==> config.mk <==
export PLATFORM = sky130hd
export DESIGN_NAME = traffic_light_monitor_flat
export DESIGN_NICKNAME = d
export VERILOG_FILES = /design/src/rtl/traffic_light_monitor_if.sv /design/src/rtl/traffic_light_monitor.sv /design/src/flat_wrapper.sv
export SDC_FILE = /design/constraint.sdc
export NUM_CORES = 1
export LEC_CHECK = 0
export ABC_AREA = 1
export CAP_MARGIN = 20
export CELL_PAD_IN_SITES_DETAIL_PLACEMENT = 0
export CELL_PAD_IN_SITES_GLOBAL_PLACEMENT = 1
export CORE_MARGIN = 2
export CORE_UTILIZATION = 35
export DETAILED_ROUTE_END_ITERATION = 12
export PLACE_DENSITY = 0.85
export SLEW_MARGIN = 20
export SYNTH_ARGS = -nofsm -noshare
export SYNTH_HDL_FRONTEND = slang
export SYNTH_SLANG_ARGS = --single-unit
==> constraint.sdc <==
create_clock -name clk -period 1.6 [get_ports clk]
set_clock_uncertainty 0.1 [all_clocks]
set_input_delay 0.48 -clock clk [delete_from_list [all_inputs] [get_ports clk]]
set_output_delay 0.48 -clock clk [all_outputs]
set_load 0.02 [all_outputs]
==> src/rtl/traffic_light_monitor_if.sv <==
// Observation port of the traffic light monitor: the light bus and error clear
// come in, decoded phase, error status and timing statistics go out.
interface traffic_light_monitor_if;
   logic [2:0]  light_in;
   logic        err_clr;
   logic [1:0]  phase;
   logic        phase_valid;
   logic        code_err;
   logic        seq_err;
   logic        dur_err;
   logic        err_pulse;
   logic [7:0]  last_dur;
   logic [15:0] cycle_count;

   modport master (
      output light_in, err_clr,
      input  phase, phase_valid, code_err, seq_err, dur_err, err_pulse,
             last_dur, cycle_count
   );

   modport slave (
      input  light_in, err_clr,
      output phase, phase_valid, code_err, seq_err, dur_err, err_pulse,
             last_dur, cycle_count
   );
endinterface

==> src/rtl/traffic_light_monitor.sv <==
// Passive checker for the {RED,YELLOW,GREEN} light bus: decodes the phase, times
// each phase, and flags illegal codes, out-of-order phases and bad durations.
module traffic_light_monitor #(
   parameter int GREEN_TIME  = 25,
   parameter int YELLOW_TIME = 4,
   parameter int RED_TIME    = 30,
   parameter int TOL         = 0
) (
   input  logic                    clk,
   input  logic                    reset,
   traffic_light_monitor_if.slave  mon
);

   typedef enum logic [1:0] {SYNC, GREEN, YELLOW, RED} state_t;

   localparam logic [2:0] CODE_G = 3'b001;
   localparam logic [2:0] CODE_Y = 3'b010;
   localparam logic [2:0] CODE_R = 3'b100;
   localparam logic [1:0] PH_G   = 2'b00;
   localparam logic [1:0] PH_Y   = 2'b01;
   localparam logic [1:0] PH_R   = 2'b10;

   state_t      state, state_nxt, new_st;
   logic        measured, measured_nxt;
   logic [2:0]  light_q;
   logic [7:0]  dur_cnt;
   logic        change;
   logic        code_ev, seq_ev, dur_ev, count_ev, load_dur;
   logic        code_err, seq_err, dur_err, err_pulse;
   logic [7:0]  last_dur;
   logic [15:0] cycle_count;

   function automatic state_t code_state(input logic [2:0] c);
      case (c)
         CODE_G:  return GREEN;
         CODE_Y:  return YELLOW;
         CODE_R:  return RED;
         default: return SYNC;
      endcase
   endfunction

   function automatic state_t succ(input state_t s);
      case (s)
         GREEN:   return YELLOW;
         YELLOW:  return RED;
         RED:     return GREEN;
         default: return SYNC;
      endcase
   endfunction

   function automatic int exp_len(input state_t s);
      case (s)
         GREEN:   return GREEN_TIME + 1;
         YELLOW:  return YELLOW_TIME + 1;
         RED:     return RED_TIME + 1;
         default: return 0;
      endcase
   endfunction

   // A saturated count stays at 255 and therefore fails any realistic window.
   function automatic logic [7:0] sat_inc(input logic [7:0] v);
      return (v == 8'hFF) ? v : v + 8'd1;
   endfunction

   function automatic logic dur_ok(input logic [7:0] d, input int exp_t);
      return (int'(d) >= exp_t - TOL) && (int'(d) <= exp_t + TOL);
   endfunction

   always_comb begin
      change       = (mon.light_in != light_q);
      new_st       = code_state(mon.light_in);
      state_nxt    = state;
      measured_nxt = measured;
      code_ev      = 1'b0;
      seq_ev       = 1'b0;
      dur_ev       = 1'b0;
      count_ev     = 1'b0;
      load_dur     = 1'b0;
      if (change) begin
         if (new_st == SYNC) begin
            // Only the step from a legal code into an illegal one is an event.
            code_ev      = (code_state(light_q) != SYNC);
            state_nxt    = SYNC;
            measured_nxt = 1'b0;
         end else if (state == SYNC) begin
            state_nxt    = new_st;
            measured_nxt = 1'b0;
         end else if (new_st == succ(state)) begin
            state_nxt    = new_st;
            measured_nxt = 1'b1;
            load_dur     = 1'b1;
            dur_ev       = measured && !dur_ok(dur_cnt, exp_len(state));
            count_ev     = measured && (state == RED);
         end else begin
            state_nxt    = new_st;
            measured_nxt = 1'b0;
            load_dur     = 1'b1;
            seq_ev       = 1'b1;
         end
      end
   end

   always_ff @(posedge clk or posedge reset) begin
      if (reset) begin
         state       <= SYNC;
         measured    <= 1'b0;
         light_q     <= 3'b000;
         dur_cnt     <= 8'd0;
         code_err    <= 1'b0;
         seq_err     <= 1'b0;
         dur_err     <= 1'b0;
         err_pulse   <= 1'b0;
         last_dur    <= 8'd0;
         cycle_count <= 16'd0;
      end else begin
         state     <= state_nxt;
         measured  <= measured_nxt;
         light_q   <= mon.light_in;
         dur_cnt   <= change ? 8'd1 : sat_inc(dur_cnt);
         // A new event on the clearing edge wins over the clear.
         code_err  <= (code_err & ~mon.err_clr) | code_ev;
         seq_err   <= (seq_err  & ~mon.err_clr) | seq_ev;
         dur_err   <= (dur_err  & ~mon.err_clr) | dur_ev;
         err_pulse <= code_ev | seq_ev | dur_ev;
         if (load_dur) last_dur <= dur_cnt;
         if (count_ev) cycle_count <= cycle_count + 16'd1;
      end
   end

   always_comb begin
      case (state)
         YELLOW:  mon.phase = PH_Y;
         RED:     mon.phase = PH_R;
         default: mon.phase = PH_G;
      endcase
   end

   assign mon.phase_valid = (state != SYNC);
   assign mon.code_err    = code_err;
   assign mon.seq_err     = seq_err;
   assign mon.dur_err     = dur_err;
   assign mon.err_pulse   = err_pulse;
   assign mon.last_dur    = last_dur;
   assign mon.cycle_count = cycle_count;

endmodule

==> src/flat_wrapper.sv <==
// flat-port wrapper written by rule: the top's interface ports become plain ports
module traffic_light_monitor_flat 
#(
   parameter int GREEN_TIME  = 25,
   parameter int YELLOW_TIME = 4,
   parameter int RED_TIME    = 30,
   parameter int TOL         = 0
)
  (clk, reset, mon_light_in, mon_err_clr, mon_phase, mon_phase_valid, mon_code_err, mon_seq_err, mon_dur_err, mon_err_pulse, mon_last_dur, mon_cycle_count);
  traffic_light_monitor_if mon_i ();
  input  logic clk;
  input  logic reset;
  input wire logic [$bits(mon_i.light_in)-1:0] mon_light_in;
  input wire logic [$bits(mon_i.err_clr)-1:0] mon_err_clr;
  output wire logic [$bits(mon_i.phase)-1:0] mon_phase;
  output wire logic [$bits(mon_i.phase_valid)-1:0] mon_phase_valid;
  output wire logic [$bits(mon_i.code_err)-1:0] mon_code_err;
  output wire logic [$bits(mon_i.seq_err)-1:0] mon_seq_err;
  output wire logic [$bits(mon_i.dur_err)-1:0] mon_dur_err;
  output wire logic [$bits(mon_i.err_pulse)-1:0] mon_err_pulse;
  output wire logic [$bits(mon_i.last_dur)-1:0] mon_last_dur;
  output wire logic [$bits(mon_i.cycle_count)-1:0] mon_cycle_count;
  assign mon_i.light_in = mon_light_in;
  assign mon_i.err_clr = mon_err_clr;
  assign mon_phase = mon_i.phase;
  assign mon_phase_valid = mon_i.phase_valid;
  assign mon_code_err = mon_i.code_err;
  assign mon_seq_err = mon_i.seq_err;
  assign mon_dur_err = mon_i.dur_err;
  assign mon_err_pulse = mon_i.err_pulse;
  assign mon_last_dur = mon_i.last_dur;
  assign mon_cycle_count = mon_i.cycle_count;
  traffic_light_monitor #(.GREEN_TIME(GREEN_TIME), .YELLOW_TIME(YELLOW_TIME), .RED_TIME(RED_TIME), .TOL(TOL)) u_core (.clk(clk), .reset(reset), .mon(mon_i));
endmodule
==> run metrics, run 1 <==
aggregate global-route resource usage=0.171; Post-layout nets=413; vias after detailed routing=~2,400; number of buffers added on ports=36; initial antenna violation count=0; sequential cell area fraction in the yosys report=0.432; clock latency on the worst-skew pair=0.30 ns; Worst Setup End Kind=output pin; Worst-path clk slew=~0.090 ns; number of inserted diodes=0; die outline area=7640 sq um; most common library cell in the layout ignoring fill and taps=nand2_1; number of synthesized register bits=42; cell taking the most area after synthesis=dfrtp_1; number of distinct library cells after synthesis=33; share of post-route cells with drive strength above 1=0.323; # H-tree levels=2; relative max-transition margin=0.774; unrepaired setup endpoints after global routing=yes; area added between synthesis and finish=45.2%; Worst Setup Start Kind=register; violated checks=negative setup slack; fmax=approximately 0.55 GHz; Final Routed Wirelength=5910 microns; GPL Wtd Cong=0.873; actual transition at the worst max-transition pin=around 0.34 ns; most used cells in the layout excluding fill and tap cells=nand2_1, buf_4, dfrtp_1; global route total overflow=0; placed wire-length estimate after detailed placement=4340 microns; CTS Buf Count=5; clock tree from TritonCTS=built; data required time of the critical path=1.02 ns; final critical path time including I/O delays and setup=1.81 ns; number of warnings printed during yosys synthesis=0; vias per inst=~5; Initial Utilization=0.360; Crit Path Category=register to output pin; Iter 0 DRT Violations=83; Synth Area per Inst=approximately 7.9 sq um; vias in the first global route=roughly 2,300; hold crit path type=register to register; maximum vdd ir drop=between 0.3 and 0.4 mV; Gate Count Post-Synth=310; Remaining DRCs=0; maximum number of pins on one net before global-route repair=43; Post-CTS Hold Fix Bufs=0; Wirelength per Cell=12.2 microns; iteration count of the initial detailed-routing pass=4; floorplan die width=slightly below 90 microns; worst setup margin=-0.209 ns; pre-CTS worst setup slack=-0.611 ns; row count=30; result of the run=finished with violations; fraction of the cycle the final worst path needs=1.13; Max-Cap Viols=0; share of the synthesized area in the top cell type=0.432; Core Area=6760 sq um; Top-Level Pins=37; pwr dens=730 nW/um^2; Die H=87.4 microns; Hold Vio Cnt, Final=0; data arrival time of the critical path=1.23 ns; Max Slew Vio Count=0; Filler Cell Count=659; residual antenna-violating net count after detailed routing=0; post-synthesis instance area=2430 sq um; # clock sinks=42; top area cells in the synthesized netlist=dfrtp_1, nand2_1, nand4_1, inv_1, nand3_1; syn nets=around 320; CTS Buffer Depth=2; wire length of the first global-routing pass=10,300 microns; setup violators final=23; CTS Root Cell=clkbuf_8; leakage power figure=1.66 nW; worst hold slack after final layout=0.397 ns; maximum net fanout on the critical path=4
## sequential cells by signal, summed over array words and instances, names as in the netlist
register                cells
u_core.mon.cycle_count     16
u_core.dur_cnt              8
u_core.mon.last_dur         8
u_core.light_q              3
u_core.state                2
u_core.measured             1
u_core.mon.code_err         1
u_core.mon.dur_err          1
u_core.mon.err_pulse        1
u_core.mon.seq_err          1
## worst max-delay path, cell delays in order (launching register included)
cell             delay [ns]
dfrtp_1                0.41
ha_2                   0.25
clkdlybuf4s15_2        0.28
## synthesized netlist by cell type, drive strengths merged
| library cell | count |
|---|---|
| clkbuf | 1 |
| nor3 | 4 |
| dfrtp | 42 |
| a21oi | 5 |
| xnor2 | 2 |
| o21ai | 23 |
| nand2 | 101 |
| nand3 | 21 |
| nor4 | 1 |
| nand4 | 21 |
| ha | 5 |
| o22ai | 3 |
| clkinv | 3 |
| inv | 37 |
| a31oi | 1 |
| nor2 | 23 |
| xor2 | 9 |
| buf | 5 |
| o211ai | 1 |
| nand3b | 2 |
## metal layers
layer	up-vias	global-route usage	routed length, microns
met5	-	0	0
met4	0	0.0601	121
met3	10	0.0284	188
met2	42	0.287	2820
met1	1102	0.223	2780
li1	1199	-	-
## area by class of cell
cell class | count | area, sq um | share of cell area
multi-input combinational | 223 | 1320 | 0.373
sequential | 42 | 1050 | 0.298
timing repair buffer | 90 | 792 | 0.224
inverter | 40 | 155 | 0.0439
tap | 80 | 100 | 0.0283
clock buffer | 5 | 68.8 | 0.0195
clock inverter | 3 | 45.0 | 0.0127
## report_power, final
part | internal [W] | total [W] | switching, W
clock network | 0.000464 | 0.000856 | 0.000392
registers | 0.00110 | 0.00112 | 0.0000266
logic | 0.000282 | 0.000601 | 0.000319
## kinds of logic (layout without fill, tap and decap cells)
logic type,after synthesis,count (layout),synth area share
flops,42,42,0.432
simple gates,173,174,0.353
buf+inv,46,138,0.0791
compound gates,33,33,0.0709
xor+xnor,11,11,0.0396
fa+ha+maj,5,5,0.0257
## worst paths after layout
path | from | end | slack (ns) | cells after the start
max in group asynchronous | reset | u_core.state[1] | 0.74 | 3
min reg2reg | u_core.mon.last_dur[5] | u_core.mon.last_dur[5] | 0.40 | 2
min in group asynchronous | reset | u_core.mon.cycle_count[7] | 0.44 | 3
max reg2reg | u_core.state[1] | u_core.mon.cycle_count[6] | -0.19 | 11
min | u_core.mon.last_dur[5] | u_core.mon.last_dur[5] | 0.40 | 2
max | u_core.state[0] | mon_phase[1] | -0.21 | 2
## stage by stage
stage	total power [W]	utilization	setup TNS [ns]	std cells	cell area [sq um]
floorplan	0.00142	-	-0.692	310	2470
global placement	0.00162	0.484	-18.59	467	3270
detailed placement	0.00163	0.484	-19.65	467	3270
CTS	0.00259	0.517	-3.52	481	3490
global route	0.00272	0.523	-5.91	483	3530
finish	0.00258	0.523	-3.43	483	3530
## what timing repair did
item / in CTS / in global routing
pin swaps: 11 / 14
resized for setup: 75 / 47
setup endpoints to repair: 69 / 51
gates cloned: 2 / 0
setup buffers: 4 / 2
Note: power is estimated with default switching activity, not from simulation.
==> inputs of run 2 (changes only) <==
--- a/config.mk
+++ b/config.mk
@@ -5,14 +5,13 @@
 export SDC_FILE = /design/constraint.sdc
 export NUM_CORES = 1
 export LEC_CHECK = 0
-export ABC_AREA = 1
 export CAP_MARGIN = 20
 export CELL_PAD_IN_SITES_DETAIL_PLACEMENT = 0
 export CELL_PAD_IN_SITES_GLOBAL_PLACEMENT = 1
 export CORE_MARGIN = 2
 export CORE_UTILIZATION = 35
 export DETAILED_ROUTE_END_ITERATION = 12
-export PLACE_DENSITY = 0.85
+export PLACE_DENSITY = 0.83
 export SLEW_MARGIN = 20
 export SYNTH_ARGS = -nofsm -noshare
 export SYNTH_HDL_FRONTEND = slang
==> run 2 against run 1 <==
  * The run still ends with negative setup slack left
  * Combinational power up 10%
  * Die area decreased by 12%
  * Via count is 22% lower
  * Area after synthesis fell by 13%
  * Total power down 2.1%
  * Routed wire length decreased by 11%
  * Utilization rose by 4.4 points
  * Synthesized cell count down 37%
  * Register-to-register slack got worse by 0.46 ns
==> run metrics, run 2 <==
vias after detailed routing=1,847 (-22%); sequential cell area fraction in the yosys report=0.494 (+0.0619); critical path's slowest cell=or4_4; die outline area=6720 sq um (-12%); Largest register FFs=16 (unchanged); CTS Buffer Depth=2 (unchanged); post-synthesis instance area=2130 sq um (-13%); clock tree from TritonCTS=built; total buffers and inverters traversed by the critical path=2 (+1); cell taking the most area after synthesis=dfrtp_1; # H-tree levels=2 (unchanged); Final Routed Wirelength=5290 microns (-11%); worst setup margin=-0.649 ns (-0.440 ns); placed wire-length estimate after detailed placement=3560 microns (-18%); share of the synthesized area in the top cell type=0.494 (+0.0619); Core Area=5890 sq um (-13%); actual transition at the worst max-transition pin=0.369 ns (+0.0329 ns); share of post-route cells with drive strength above 1=0.455 (+0.133); number of distinct library cells after synthesis=38 (+15%); fraction of the cycle the final worst path needs=1.41 (+0.275); critical-path cell list=inv_2 -> ha_4 -> or4_4 -> a211oi_4 -> a211o_4 -> buf_12 -> nand3_4 -> mux2_4; result of the run=finished with violations; Hold Vio Cnt, Final=0 (unchanged); maximum vdd ir drop=0.552 mV (+56%); Largest Register=u_core.mon.cycle_count; Worst-path clk slew=0.08 ns (about the same); Remaining DRCs=0 (unchanged); number of synthesized register bits=42 (unchanged); Max-Cap Viols=0 (unchanged); unrepaired setup endpoints after global routing=yes; CTS Buf Count=5 (unchanged); Die H=82 microns (-6.2%); Top-Level Pins=37 (unchanged); wire length of the first global-routing pass=8620 microns (-16%); initial antenna violation count=0 (unchanged); Post-CTS Hold Fix Bufs=0 (unchanged); top-count cell post-synth=dfrtp_1; Worst Setup End Kind=register; Post-layout nets=311 (-25%); relative max-transition margin=0.752 (-0.0221); # clock sinks=42 (unchanged); fmax=0.445 GHz (-20%); registers with the highest flip-flop counts=u_core.mon.cycle_count: 16 flops, u_core.dur_cnt: 8 flops, u_core.mon.last_dur: 8 flops; post-route setup TNS=-13.18 ns (-9.75 ns); most common library cell in the layout ignoring fill and taps=buf_4; Slowest Stage Delay on Critical Path=0.52 ns (+0.11 ns); number of inserted diodes=0 (unchanged); violated checks=negative setup slack; family of cells with the greatest summed delay on the critical path=simple AND/OR/NAND/NOR gates; area added between synthesis and finish=56.6%; residual antenna-violating net count after detailed routing=0 (unchanged); syn nets=207 (-36%); vias per inst=4.91 (+0.83%); Worst Setup Start Kind=register; most numerous cell types in the synthesized netlist=dfrtp_1, xnor2_1, nor2_1, nand2_1, nand4_1; leakage power figure=1.58 nW (-4.6%); GPL Wtd Cong=0.792 (-9.3%); hold crit path type=primary input to register; number of warnings printed during yosys synthesis=0 (unchanged); FFs w/ async S/R, synth=1.00 (unchanged); Synth Area per Inst=10.9 sq um (+38%); number of enable-type register cells in the synthesized netlist=0 (unchanged); Crit Path Category=register to register; Max Slew Vio Count=0 (unchanged); top area cells in the synthesized netlist=dfrtp_1, xnor2_1, mux2_2, nand4_1, and3_1; vias in the first global route=1,841 (-19%); data required time of the critical path=1.69 ns (+0.67 ns); CTS Root Cell=clkbuf_8; iteration count of the initial detailed-routing pass=4 (unchanged); global route total overflow=0 (unchanged); maximum net fanout on the critical path=8 (+4); Wirelength per Cell=14.1 microns (+15%); Initial Utilization=0.362 (+0.00145); floorplan die width=82 microns (-6.2%); maximum number of pins on one net before global-route repair=43 (unchanged); most used cells in the layout excluding fill and tap cells=buf_4, dfrtp_1, xnor2_1; placed standard-cell area=2980 sq um (-8.8%); Finished Cell Area=3340 sq um (-5.6%); Iter 0 DRT Violations=73 (-12%); clock latency on the worst-skew pair=0.30 ns (about the same); setup violators final=31 (+35%); final critical path time including I/O delays and setup=2.25 ns (+0.440 ns); row count=28 (-6.7%); data arrival time of the critical path=2.33 ns (+1.10 ns); ys flop type=dfrtp_1; aggregate global-route resource usage=0.169 (-0.00261); number of buffers added on ports=36 (unchanged); worst hold slack after final layout=0.351 ns (-0.0465 ns); Gate Count Post-Synth=196 (-37%); pwr dens=758 nW/um^2 (+3.7%)
## run 2: cell types whose count changed in the layout (fill, tap and decap cells not counted), sizes merged, moves of 8 or more
cell	before	now
o21ai	23	4
buf	56	75
nand4	21	13
xnor2	2	23
nand2	101	14
nor2	23	15
nand3	22	10
mux2	0	10
inv	37	8
and3	0	10
## run 2: logic make-up (layout without fill, tap and decap cells)
logic type,Yosys count,after routing,share of synthesized area
multiplexers,12,12,0.0640
buffers and inverters,18,123,0.0488
XOR/XNOR,25,25,0.103
flip-flops,42,42,0.494
adder cells (fa/ha/maj),6,6,0.0347
AND/OR/NAND/NOR,78,78,0.202
AO/OA/AOI/OAI,15,15,0.0546
## run 2: through the flow
| step | cells | worst slack (ns) | utilization | total power [W] |
|---|---|---|---|---|
| after global routing | 376 | -0.709 | 0.567 | 0.00265 |
| after global placement | 348 | -0.983 | 0.507 | 0.00166 |
| final | 376 | -0.649 | 0.567 | 0.00253 |
| after floorplan | 196 | -0.583 | - | 0.00146 |
| after detailed placement | 348 | -1.03 | 0.507 | 0.00167 |
| after CTS | 370 | -0.657 | 0.556 | 0.00254 |
## run 2: power by group
| part | internal, W | switching, W |
|---|---|---|
| combinational | 0.000357 | 0.000307 |
| clock | 0.000347 | 0.000382 |
| sequential | 0.00110 | 0.0000331 |
| total | 0.00181 | 0.000722 |
## run 2: worst paths after layout
check	start	endpoint	slack, ns	cells after the start
worst min register to register	u_core.mon.cycle_count[15]	u_core.mon.cycle_count[15]	0.37	1
min in group asynchronous	reset	u_core.mon.last_dur[4]	0.42	3
worst max register to register	u_core.state[0]	u_core.mon.cycle_count[1]	-0.65	8
worst min-delay path	mon_light_in[1]	u_core.light_q[1]	0.35	2
worst max-delay path	u_core.state[0]	u_core.mon.cycle_count[1]	-0.65	8
max in group asynchronous	reset	u_core.mon.cycle_count[7]	0.76	3
## run 2: per-layer routing
metal	vias to the layer above	global-route usage	wire length, microns
met5	-	0	0
met4	0	0.0567	70
met3	8	0.0341	242
met2	42	0.278	2660
met1	900	0.222	2320
li1	897	-	-
## run 2: repair_timing
action                                  4_1_cts  5_1_grt
cloned                                        2        0
pin swaps                                     9       10
buffers inserted                             12        7
endpoints found under the setup margin       70       64
gates resized for setup                      83       48
## run 2: cell type report
type	count	area (sq um)
Timing Repair Buffer	107	932
Tap cell	75	93.8
Inverter	8	30.0
Sequential cell	42	1050
Clock inverter	2	12.5
Clock buffer	6	82.6
Fill cell	520	2550
Multi-Input combinational cell	136	1130
